File: src/rtl/ddr4_rd_port_arbiter.sv
// Round-robin read front end: merges NUM_CH client read requests onto one AXI4 AR channel,
// splits bursts at 4 KB pages and steers R beats back to the clients by RID.
module ddr4_rd_port_arbiter #(
  parameter int NUM_CH    = 4,
  parameter int ADDR_W    = 32,
  parameter int DATA_W    = 64,
  parameter int ID_W      = 4,
  parameter int MAX_OUTST = 4
) (
  input  logic                     clk_i,
  input  logic                     rst_i,
  input  logic                     calib_i,
  input  logic [NUM_CH-1:0]        req_valid_i,
  output logic [NUM_CH-1:0]        req_ready_o,
  input  logic [NUM_CH*ADDR_W-1:0] req_addr_i,
  input  logic [NUM_CH*8-1:0]      req_len_i,
  output logic [NUM_CH-1:0]        rd_valid_o,
  input  logic [NUM_CH-1:0]        rd_ready_i,
  output logic [DATA_W-1:0]        rd_data_o,
  output logic                     rd_last_o,
  output logic                     err_o,
  output logic [ADDR_W-1:0]        m_axi_araddr,
  output logic [7:0]               m_axi_arlen,
  output logic [ID_W-1:0]          m_axi_arid,
  output logic [2:0]               m_axi_arsize,
  output logic [1:0]               m_axi_arburst,
  output logic                     m_axi_arvalid,
  input  logic                     m_axi_arready,
  input  logic [DATA_W-1:0]        m_axi_rdata,
  input  logic [ID_W-1:0]          m_axi_rid,
  input  logic [1:0]               m_axi_rresp,
  input  logic                     m_axi_rlast,
  input  logic                     m_axi_rvalid,
  output logic                     m_axi_rready
);

  localparam int BPB   = DATA_W / 8;
  localparam int OFF_W = $clog2(BPB);
  localparam int CH_W  = (NUM_CH > 1) ? $clog2(NUM_CH) : 1;
  localparam int CNT_W = $clog2(MAX_OUTST + 1);

  typedef enum logic [1:0] {IDLE, AR1, AR2} state_t;

  state_t            state, state_nxt;
  logic [CH_W-1:0]   ptr;
  logic [CH_W-1:0]   cap_ch;
  logic [ADDR_W-1:0] cap_addr;
  logic [7:0]        cap_len;
  logic [CNT_W-1:0]  outst [NUM_CH];

  logic [NUM_CH-1:0] eligible;
  logic              grant_any;
  logic [CH_W-1:0]   grant_ch;
  logic [ADDR_W-1:0] grant_addr;
  logic [7:0]        grant_len;

  logic [12:0]       bnd;
  logic              fits;
  logic [7:0]        first_len;
  logic [7:0]        rem_len;
  logic [ADDR_W-1:0] rem_addr;

  logic              ar_hs;
  logic              r_hs;
  logic              rid_ok;

  // The +2 headroom keeps a channel from being granted a request that might split into two bursts.
  always_comb begin
    eligible = '0;
    for (int c = 0; c < NUM_CH; c++)
      eligible[c] = req_valid_i[c] && calib_i && (int'(outst[c]) + 2 <= MAX_OUTST);
  end

  always_comb begin
    grant_any  = 1'b0;
    grant_ch   = '0;
    grant_addr = '0;
    grant_len  = '0;
    for (int i = NUM_CH - 1; i >= 0; i--) begin
      if (eligible[CH_W'((int'(ptr) + i) % NUM_CH)]) begin
        grant_any = 1'b1;
        grant_ch  = CH_W'((int'(ptr) + i) % NUM_CH);
      end
    end
    for (int c = 0; c < NUM_CH; c++) begin
      if (int'(grant_ch) == c) begin
        grant_addr = req_addr_i[c*ADDR_W +: ADDR_W] & ~(ADDR_W'(BPB - 1));
        grant_len  = req_len_i[c*8 +: 8];
      end
    end
  end

  // Beats left before the next 4 KB page; a longer burst is cut there and the rest issued from AR2.
  always_comb begin
    bnd       = 13'((4096 - int'(cap_addr[11:0])) >> OFF_W);
    fits      = (int'(cap_len) + 1 <= int'(bnd));
    first_len = fits ? cap_len : 8'(int'(bnd) - 1);
    rem_len   = 8'(int'(cap_len) - int'(bnd));
    rem_addr  = (cap_addr | ADDR_W'(12'hFFF)) + ADDR_W'(1);
  end

  always_ff @(posedge clk_i or posedge rst_i) begin
    if (rst_i) state <= IDLE;
    else       state <= state_nxt;
  end

  always_comb begin
    state_nxt = state;
    case (state)
      IDLE:    if (grant_any) state_nxt = AR1;
      AR1:     if (m_axi_arready) state_nxt = fits ? IDLE : AR2;
      AR2:     if (m_axi_arready) state_nxt = IDLE;
      default: state_nxt = IDLE;
    endcase
  end

  always_comb begin
    req_ready_o   = '0;
    m_axi_arvalid = 1'b0;
    m_axi_araddr  = cap_addr;
    m_axi_arlen   = cap_len;
    case (state)
      IDLE:    if (grant_any) req_ready_o[grant_ch] = 1'b1;
      AR1: begin
        m_axi_arvalid = 1'b1;
        m_axi_arlen   = first_len;
      end
      AR2:     m_axi_arvalid = 1'b1;
      default: ;
    endcase
  end

  assign m_axi_arid    = ID_W'(cap_ch);
  assign m_axi_arsize  = 3'(OFF_W);
  assign m_axi_arburst = 2'b01;
  assign ar_hs         = m_axi_arvalid && m_axi_arready;

  // After a split handshake the capture registers are reloaded with the second half for AR2.
  always_ff @(posedge clk_i or posedge rst_i) begin
    if (rst_i) begin
      ptr      <= '0;
      cap_ch   <= '0;
      cap_addr <= '0;
      cap_len  <= '0;
    end else if (state == IDLE && grant_any) begin
      ptr      <= CH_W'((int'(grant_ch) + 1) % NUM_CH);
      cap_ch   <= grant_ch;
      cap_addr <= grant_addr;
      cap_len  <= grant_len;
    end else if (state == AR1 && ar_hs && !fits) begin
      cap_addr <= rem_addr;
      cap_len  <= rem_len;
    end
  end

  // Beats carrying an unknown RID are accepted and discarded so the R channel never stalls.
  always_comb begin
    rid_ok       = int'(m_axi_rid) < NUM_CH;
    rd_valid_o   = '0;
    m_axi_rready = 1'b1;
    for (int c = 0; c < NUM_CH; c++) begin
      if (int'(m_axi_rid) == c) begin
        rd_valid_o[c] = m_axi_rvalid;
        m_axi_rready  = rd_ready_i[c];
      end
    end
  end

  assign rd_data_o = m_axi_rdata;
  assign rd_last_o = m_axi_rlast;
  assign r_hs      = m_axi_rvalid && m_axi_rready;

  always_ff @(posedge clk_i or posedge rst_i) begin
    if (rst_i) begin
      for (int c = 0; c < NUM_CH; c++) outst[c] <= '0;
    end else begin
      for (int c = 0; c < NUM_CH; c++) begin
        if ((ar_hs && int'(cap_ch) == c) && !(r_hs && m_axi_rlast && int'(m_axi_rid) == c))
          outst[c] <= outst[c] + CNT_W'(1);
        else if (!(ar_hs && int'(cap_ch) == c) && (r_hs && m_axi_rlast && int'(m_axi_rid) == c))
          outst[c] <= outst[c] - CNT_W'(1);
      end
    end
  end

  always_ff @(posedge clk_i or posedge rst_i) begin
    if (rst_i)
      err_o <= 1'b0;
    else if (r_hs && (m_axi_rresp != 2'b00 || !rid_ok))
      err_o <= 1'b1;
  end

endmodule

File: config.mk
export PLATFORM = sky130hd
export DESIGN_NAME = ddr4_rd_port_arbiter
export DESIGN_NICKNAME = d
export VERILOG_FILES = /design/src/rtl/ddr4_rd_port_arbiter.sv
export SDC_FILE = /design/constraint.sdc
export NUM_CORES = 1
export LEC_CHECK = 0
export ABC_CLOCK_PERIOD_IN_PS = 4700
export CAP_MARGIN = 10
export CORE_AREA = 2 2 143 145
export DETAILED_ROUTE_END_ITERATION = 8
export DIE_AREA = 0 0 145 147
export PLACE_DENSITY = 0.78
export SETUP_SLACK_MARGIN = 0.5
export SLEW_MARGIN = 40
export SYNTH_ARGS = -nofsm -noshare
export SYNTH_HDL_FRONTEND = slang
export SYNTH_SLANG_ARGS = --single-unit
File: constraint.sdc
create_clock -name clk_i -period 4.7 [get_ports clk_i]
set_input_delay 0.47 -clock clk_i [delete_from_list [all_inputs] [get_ports clk_i]]
set_output_delay 0.47 -clock clk_i [all_outputs]
set_load 0.05 [all_outputs]
Yosys cells after proc, flatten, opt, wreduce, memory -nomap -nowiden. Index checks and enable logic that the tools add are counted.

Add/sub/neg operators: 21. Order comparisons: 12. Equal/unequal tests: 14. Mux-type cells: 60. Reductions and logical operators: 55.

Operators by type and width (count): 32-bit two-way mux (6); 8-bit two-way mux (8); 32-bit by 1-bit adder with 32-bit output (second input constant) (1); 1-bit logical AND (32); 3-bit two-way mux (8); 1-bit two-way mux (22); 3-bit by 2-bit adder with 4-bit output (second input constant) (4); 4-bit by 3-bit less-or-equal comparator with 1-bit output (second input constant) (4); 2-bit by 4-bit < comparator with 1-bit output (second input constant) (4); 2-bit two-way mux (8); 13-bit by 12-bit subtractor with 14-bit output (first input constant) (1); 9-bit by 13-bit less-or-equal comparator with 1-bit output (1); 3-bit by 1-bit adder with 3-bit output (second input constant) (4); 2-bit nonzero test (6); 3-bit by 1-bit subtractor with 3-bit output (second input constant) (4); 2-bit equality test (second input constant) (5); 1-bit logical NOT (10); 8-bit by 1-bit adder with 9-bit output (second input constant) (1); 1-bit binary-select mux with 2-bit select (4); 4-bit by 3-bit equality test with 1-bit output (second input constant) (2); 4-bit two-way mux (2); 8-bit by 1-bit subtractor with 8-bit output (second input constant) (1); 8-bit subtractor (1); 2-bit by 1-bit equality test with 1-bit output (second input constant) (3); 14 further kinds (20).

Register bits after elaboration: 59. Bits of input ports: 244. Output and inout port bits: 125. Logic and storage cells: 172.

Depth between registers and ports, before layout. Gate-level depths: netlist (run 1).

Word-level depth: 16. Mapped depth: 15. Gate-level depth less buffers: 13.

Least setup slack after synthesis (run 1). OpenSTA, ideal clock, no wires.

Path kind: register to output. Start: register cap_addr[6], in the netlist m_axi_araddr[6]. End: output m_axi_arlen[0]. Data arrival time: 3827 ps. Required time: 4230 ps. Slack: 403 ps. Cell stages (with the launch flop): 12. Buffers on the path: 1. Cells stage by stage: dfrtp_1 -> or3_4 -> nor3b_1 -> xnor2_1 -> inv_1 -> ha_1 -> o21a_1 -> o21ai_0 -> a211oi_1 -> o21ai_1 -> clkbuf_1 -> o21ai_0.

Word-level cells in the longest chain between the ends: 4.

Ends and longest elaborated chain: start, declared (line 47) `logic [ADDR_W-1:0] cap_addr;`; start signal, assigned (line 148) `cap_addr <= grant_addr;`; start signal, assigned (line 151) `cap_addr <= rem_addr;`; 13-bit by 12-bit subtractor with 14-bit output (line 95) `bnd = 13'((4096 - int'(cap_addr[11:0])) >> OFF_W);`; 9-bit by 13-bit less-or-equal comparator with 1-bit output (line 96) `fits = (int'(cap_len) + 1 <= int'(bnd));`; 8-bit two-way mux (line 97) `first_len = fits ? cap_len : 8'(int'(bnd) - 1);`; 8-bit two-way mux (line 122) `case (state)`; end, declared (line 23) `output logic [7:0] m_axi_arlen,`.

No other way between the ends.

Worst setup path after layout (run 1).
Start: register cap_addr[6], in the netlist m_axi_araddr[6]. End: output m_axi_arlen[1].

The elaborated chain is that of the path after synthesis.

==> run_summary.xml, run 1 <==
<?xml version="1.0" encoding="UTF-8"?>
<metrics>
  <group name="die">
    <metric name="die_width" unit="µm">145</metric>
    <metric name="die_h" unit="µm">147</metric>
    <metric name="pin_count" unit="">369</metric>
    <metric name="initial_utilization" unit="">0.301</metric>
    <metric name="placement_rows" unit="">52</metric>
    <metric name="design.core.area" unit="µm²">19800</metric>
    <metric name="fp.dieArea" unit="µm²">21300</metric>
  </group>
  <group name="worst_setup_path">
    <metric name="worst-endpoint-required" unit="ns">4.23</metric>
    <metric name="critical-path-top-cell-by-count" unit="">buf_4</metric>
    <metric name="timing.critical_path.cells" unit="">or3_4, nor3b_2, xnor2_2, inv_1, ha_1, nand4b_1, nor3_2, a211oi_1, o21ai_1, buf_4, nand2_1, o21ai_0, buf_4</metric>
    <metric name="cp-startpoint" unit="">m_axi_araddr[6]</metric>
    <metric name="category_of_the_worst_setup_path_capture_point" unit="">output port</metric>
    <metric name="worst_ep_arrival_time" unit="ns">3.53</metric>
    <metric name="criticalPathCategory" unit="">reg2out</metric>
    <metric name="cp.buffers_inverters" unit="">3</metric>
    <metric name="crit_path_slowest_cell" unit="">dfrtp_1</metric>
    <metric name="worst_r2r_startpoint" unit="">m_axi_araddr[6]</metric>
    <metric name="path_max_fanout" unit="">16</metric>
    <metric name="critical_path.top_delay_family" unit="">simple AND/OR/NAND/NOR gates</metric>
    <metric name="slowest_delay" unit="ns">0.48</metric>
    <metric name="worstSetupStartpointType" unit="">flop</metric>
  </group>
  <group name="layout">
    <metric name="post-route-util" unit="">0.406</metric>
    <metric name="insertedDiodeCount" unit="">0</metric>
    <metric name="postLayoutCellArea" unit="µm²">8050</metric>
    <metric name="fraction_of_layout_instances_using_a_drive_strength_above_1" unit="">0.0603</metric>
    <metric name="design.final.nets" unit="">1177</metric>
    <metric name="number_of_fillers_in_the_final_layout" unit="">1983</metric>
    <metric name="area_growth" unit="%">35.0</metric>
  </group>
  <group name="clock_network">
    <metric name="cts.clk_slew.worst_paths" unit="ns">0.08</metric>
    <metric name="cts_max_path_buffers" unit="">2</metric>
    <metric name="htree_levels" unit="">2</metric>
    <metric name="cts_sinks" unit="">56</metric>
    <metric name="cts_tree" unit="">done</metric>
    <metric name="worst_skew_pair.late_latency" unit="ns">0.31</metric>
    <metric name="cts-hold-fix-buffers" unit="">0</metric>
    <metric name="clock-root-buffer" unit="">clkbuf_16</metric>
    <metric name="numCtsBuffers" unit="">5</metric>
  </group>
  <group name="sta">
    <metric name="slew_headroom" unit="">0.463</metric>
    <metric name="setup_viol" unit="">0</metric>
    <metric name="min_period_over_period" unit="">0.851</metric>
    <metric name="final-hold-violation-count" unit="">0</metric>
    <metric name="maxSlewViolCount" unit="">0</metric>
    <metric name="skew" unit="ns">0.0101</metric>
    <metric name="finalWorstSetupSlack" unit="ns">0.701</metric>
    <metric name="timing.fmax" unit="MHz">250</metric>
    <metric name="total_neg_setup_slack" unit="ns">0</metric>
    <metric name="setup_repair_after_global_routing_missed_its_margin" unit="">false</metric>
    <metric name="worst_pin_slew" unit="ns">0.798</metric>
    <metric name="min_period" unit="ns">4.00</metric>
  </group>
  <group name="yosys">
    <metric name="synth_area_per_cell" unit="µm²">7.74</metric>
    <metric name="synthTopCellsByCount" unit="">a21oi_1, buf_4, nand2_1</metric>
    <metric name="synth_edf_count" unit="">0</metric>
    <metric name="postSynth.topFlopCell" unit="">dfrtp_1</metric>
    <metric name="post-synth-top-area-fraction" unit="">0.235</metric>
    <metric name="syn_warnings" unit="">0</metric>
    <metric name="synth.largest_area_cell" unit="">dfrtp_1</metric>
    <metric name="netlist_area" unit="µm²">5960</metric>
    <metric name="synth_most_common_cell" unit="">a21oi_1</metric>
    <metric name="asyncSetResetFlopFracSynth" unit="">1.00</metric>
    <metric name="synthTopCellsByArea" unit="">dfrtp_1, buf_4, a21oi_1</metric>
    <metric name="synth_sequential_area_ratio" unit="">0.235</metric>
    <metric name="synth_cell_type_count" unit="">56</metric>
    <metric name="synth_seq_cells" unit="">56</metric>
    <metric name="postSynthCellCount" unit="">771</metric>
  </group>
  <group name="pwr">
    <metric name="power_per_cell_area" unit="nW/µm²">781</metric>
    <metric name="total_power" unit="µW">6290</metric>
    <metric name="irDropWorstVdd" unit="mV">0.404</metric>
    <metric name="total_leakage_power" unit="µW">0.00317</metric>
  </group>
  <group name="global_routing">
    <metric name="grt_first_pass_wirelength" unit="mm">32.7</metric>
    <metric name="number_of_global_route_vias_before_repair" unit="">5962</metric>
    <metric name="grt-ovfl-total" unit="">0</metric>
    <metric name="antenna_violations_before_repair" unit="">0</metric>
    <metric name="largest_net_degree_at_the_start_of_global_routing" unit="">75</metric>
    <metric name="groute.usage.overall" unit="">0.196</metric>
  </group>
  <group name="detailed_routing">
    <metric name="detailed_router_iteration_count_before_antenna_repair" unit="">5</metric>
    <metric name="detail_route.wl_per_cell" unit="µm">18.3</metric>
    <metric name="route.top_layer_used" unit="">met4</metric>
    <metric name="postRouteAntennaNets" unit="">0</metric>
    <metric name="detail_route.vias_per_cell" unit="">5.22</metric>
    <metric name="met1Wirelength" unit="mm">8.53</metric>
    <metric name="dr_total_vias" unit="">6082</metric>
    <metric name="remaining_drc_errors" unit="">0</metric>
    <metric name="dr_wl_met3" unit="mm">1.51</metric>
    <metric name="met2_wirelength" unit="mm">10.7</metric>
    <metric name="drt-initial-drc-count" unit="">358</metric>
    <metric name="overall_routed_net_length" unit="mm">21.3</metric>
  </group>
  <group name="outcome">
    <metric name="status" unit="">completed</metric>
  </group>
  <group name="placement">
    <metric name="io_buffer_count" unit="">218</metric>
    <metric name="placedInstanceArea" unit="µm²">7870</metric>
    <metric name="place_hpwl" unit="mm">16.6</metric>
    <metric name="gp_congestion" unit="">0.894</metric>
    <metric name="place_worst_setup_slack" unit="ns">0.752</metric>
  </group>
  <group name="flow_run">
    <metric name="maxCapViolCount" unit="">0</metric>
  </group>
  <group name="min_path">
    <metric name="hold_path.class" unit="">reg2reg</metric>
    <metric name="min_from" unit="">err_o</metric>
  </group>
</metrics>
-- path summary, 6_finish.rpt --
| kind | depth (start not counted) | slack, ns | to |
|---|---|---|---|
| setup / recovery | 13 | 0.70 | m_axi_arlen[1] |
| hold / removal | 1 | 0.46 | err_o |
| setup reg to reg | 12 | 1.06 | m_axi_araddr[23] |
| hold reg to reg | 1 | 0.46 | err_o |
| max in group asynchronous | 3 | 3.29 | m_axi_araddr[27] |
| min in group asynchronous | 2 | 0.56 | outst[1] |
-- power by group --
part	switching (µW)	internal [µW]	leakage, µW
clock	195	200	0.0000702
sequential	343	726	0.000671
combinational	2990	1830	0.00243
-- metal layers --
| metal | vias to the layer above | global-route usage |
|---|---|---|
| met4 | 0 | 0.0594 |
| met2 | 251 | 0.354 |
| met5 | - | 0 |
| li1 | 2912 | - |
| met3 | 50 | 0.0435 |
| met1 | 2869 | 0.231 |
-- state kept, by name (all words and copies together) (netlist names) --
name          cells
state             2
cap_len           8
m_axi_araddr     29
cap_ch            2
outst            12
ptr               2
err_o             1
-- worst reg2reg max path, delay by kind of cell, from the launching register on --
family	cells	cell delay (ns)
AOI/OAI and AO/OA	5	0.86
xor gates and xnor gates	1	0.23
adders and majority gates	1	0.33
buffers and inverters	2	0.36
DFF	1	0.48
and+or+nand+nor	3	1.30
-- what timing repair did --
action                     CTS  global route
setup endpoints to repair    0             9
buffers inserted             0             0
resized for setup            0             6
-- cell type report --
cell class / instances / area (µm²) / share of cell area
clock buffers: 5 / 125 / 0.0155
clock inverters: 3 / 21.3 / 0.00264
inverters: 24 / 90.1 / 0.0112
multi-input cells: 579 / 3800 / 0.472
flip-flops and latches: 56 / 1400 / 0.174
well taps: 270 / 338 / 0.0420
repair buffers: 228 / 2270 / 0.282
-- kinds of logic after synthesis --
kind of cell             count (synthesis)  synth area share
flip-flops                              56             0.235
AO/OA/AOI/OAI                          214             0.216
buffers and inverters                  144             0.141
XOR/XNOR                                38            0.0558
multiplexers                            14            0.0266
other                                    2           0.00126
AND/OR/NAND/NOR                        264             0.236
adder cells (fa/ha/maj)                 39            0.0881
-- layout by cell type (no fill, tap or decap), types with 14 or more instances in the layout --
master and n:
nor2_1 49, clkdlybuf4s50_1 209, buf_4 16, nand3b_1 38
ha_1 31, nand2_1 72, or4_1 14, a211oi_1 28
a31oi_1 18, dfrtp_1 56, o21ai_0 32, xor2_1 23
a21oi_1 98, inv_1 23, nand3_1 29
-- metrics by stage --
stage                     hold WS (ns)  instances
after floorplan                  0.446        779
after global placement           0.443       1157
after detailed placement         0.443       1157
after CTS                        0.462       1165
after global routing             0.487       1165
final                            0.463       1165
(Power assumes the default switching activity.)
==> run 2, diff against run 1 <==
--- a/config.mk
+++ b/config.mk
@@ -12,7 +12,7 @@
 export DIE_AREA = 0 0 145 147
 export PLACE_DENSITY = 0.78
 export SETUP_SLACK_MARGIN = 0.5
-export SLEW_MARGIN = 40
+export SLEW_MARGIN = 20
 export SYNTH_ARGS = -nofsm -noshare
 export SYNTH_HDL_FRONTEND = slang
 export SYNTH_SLANG_ARGS = --single-unit
==> results of run 2 <==
The final DEF is identical to that of run 1; final timing and power are the same.
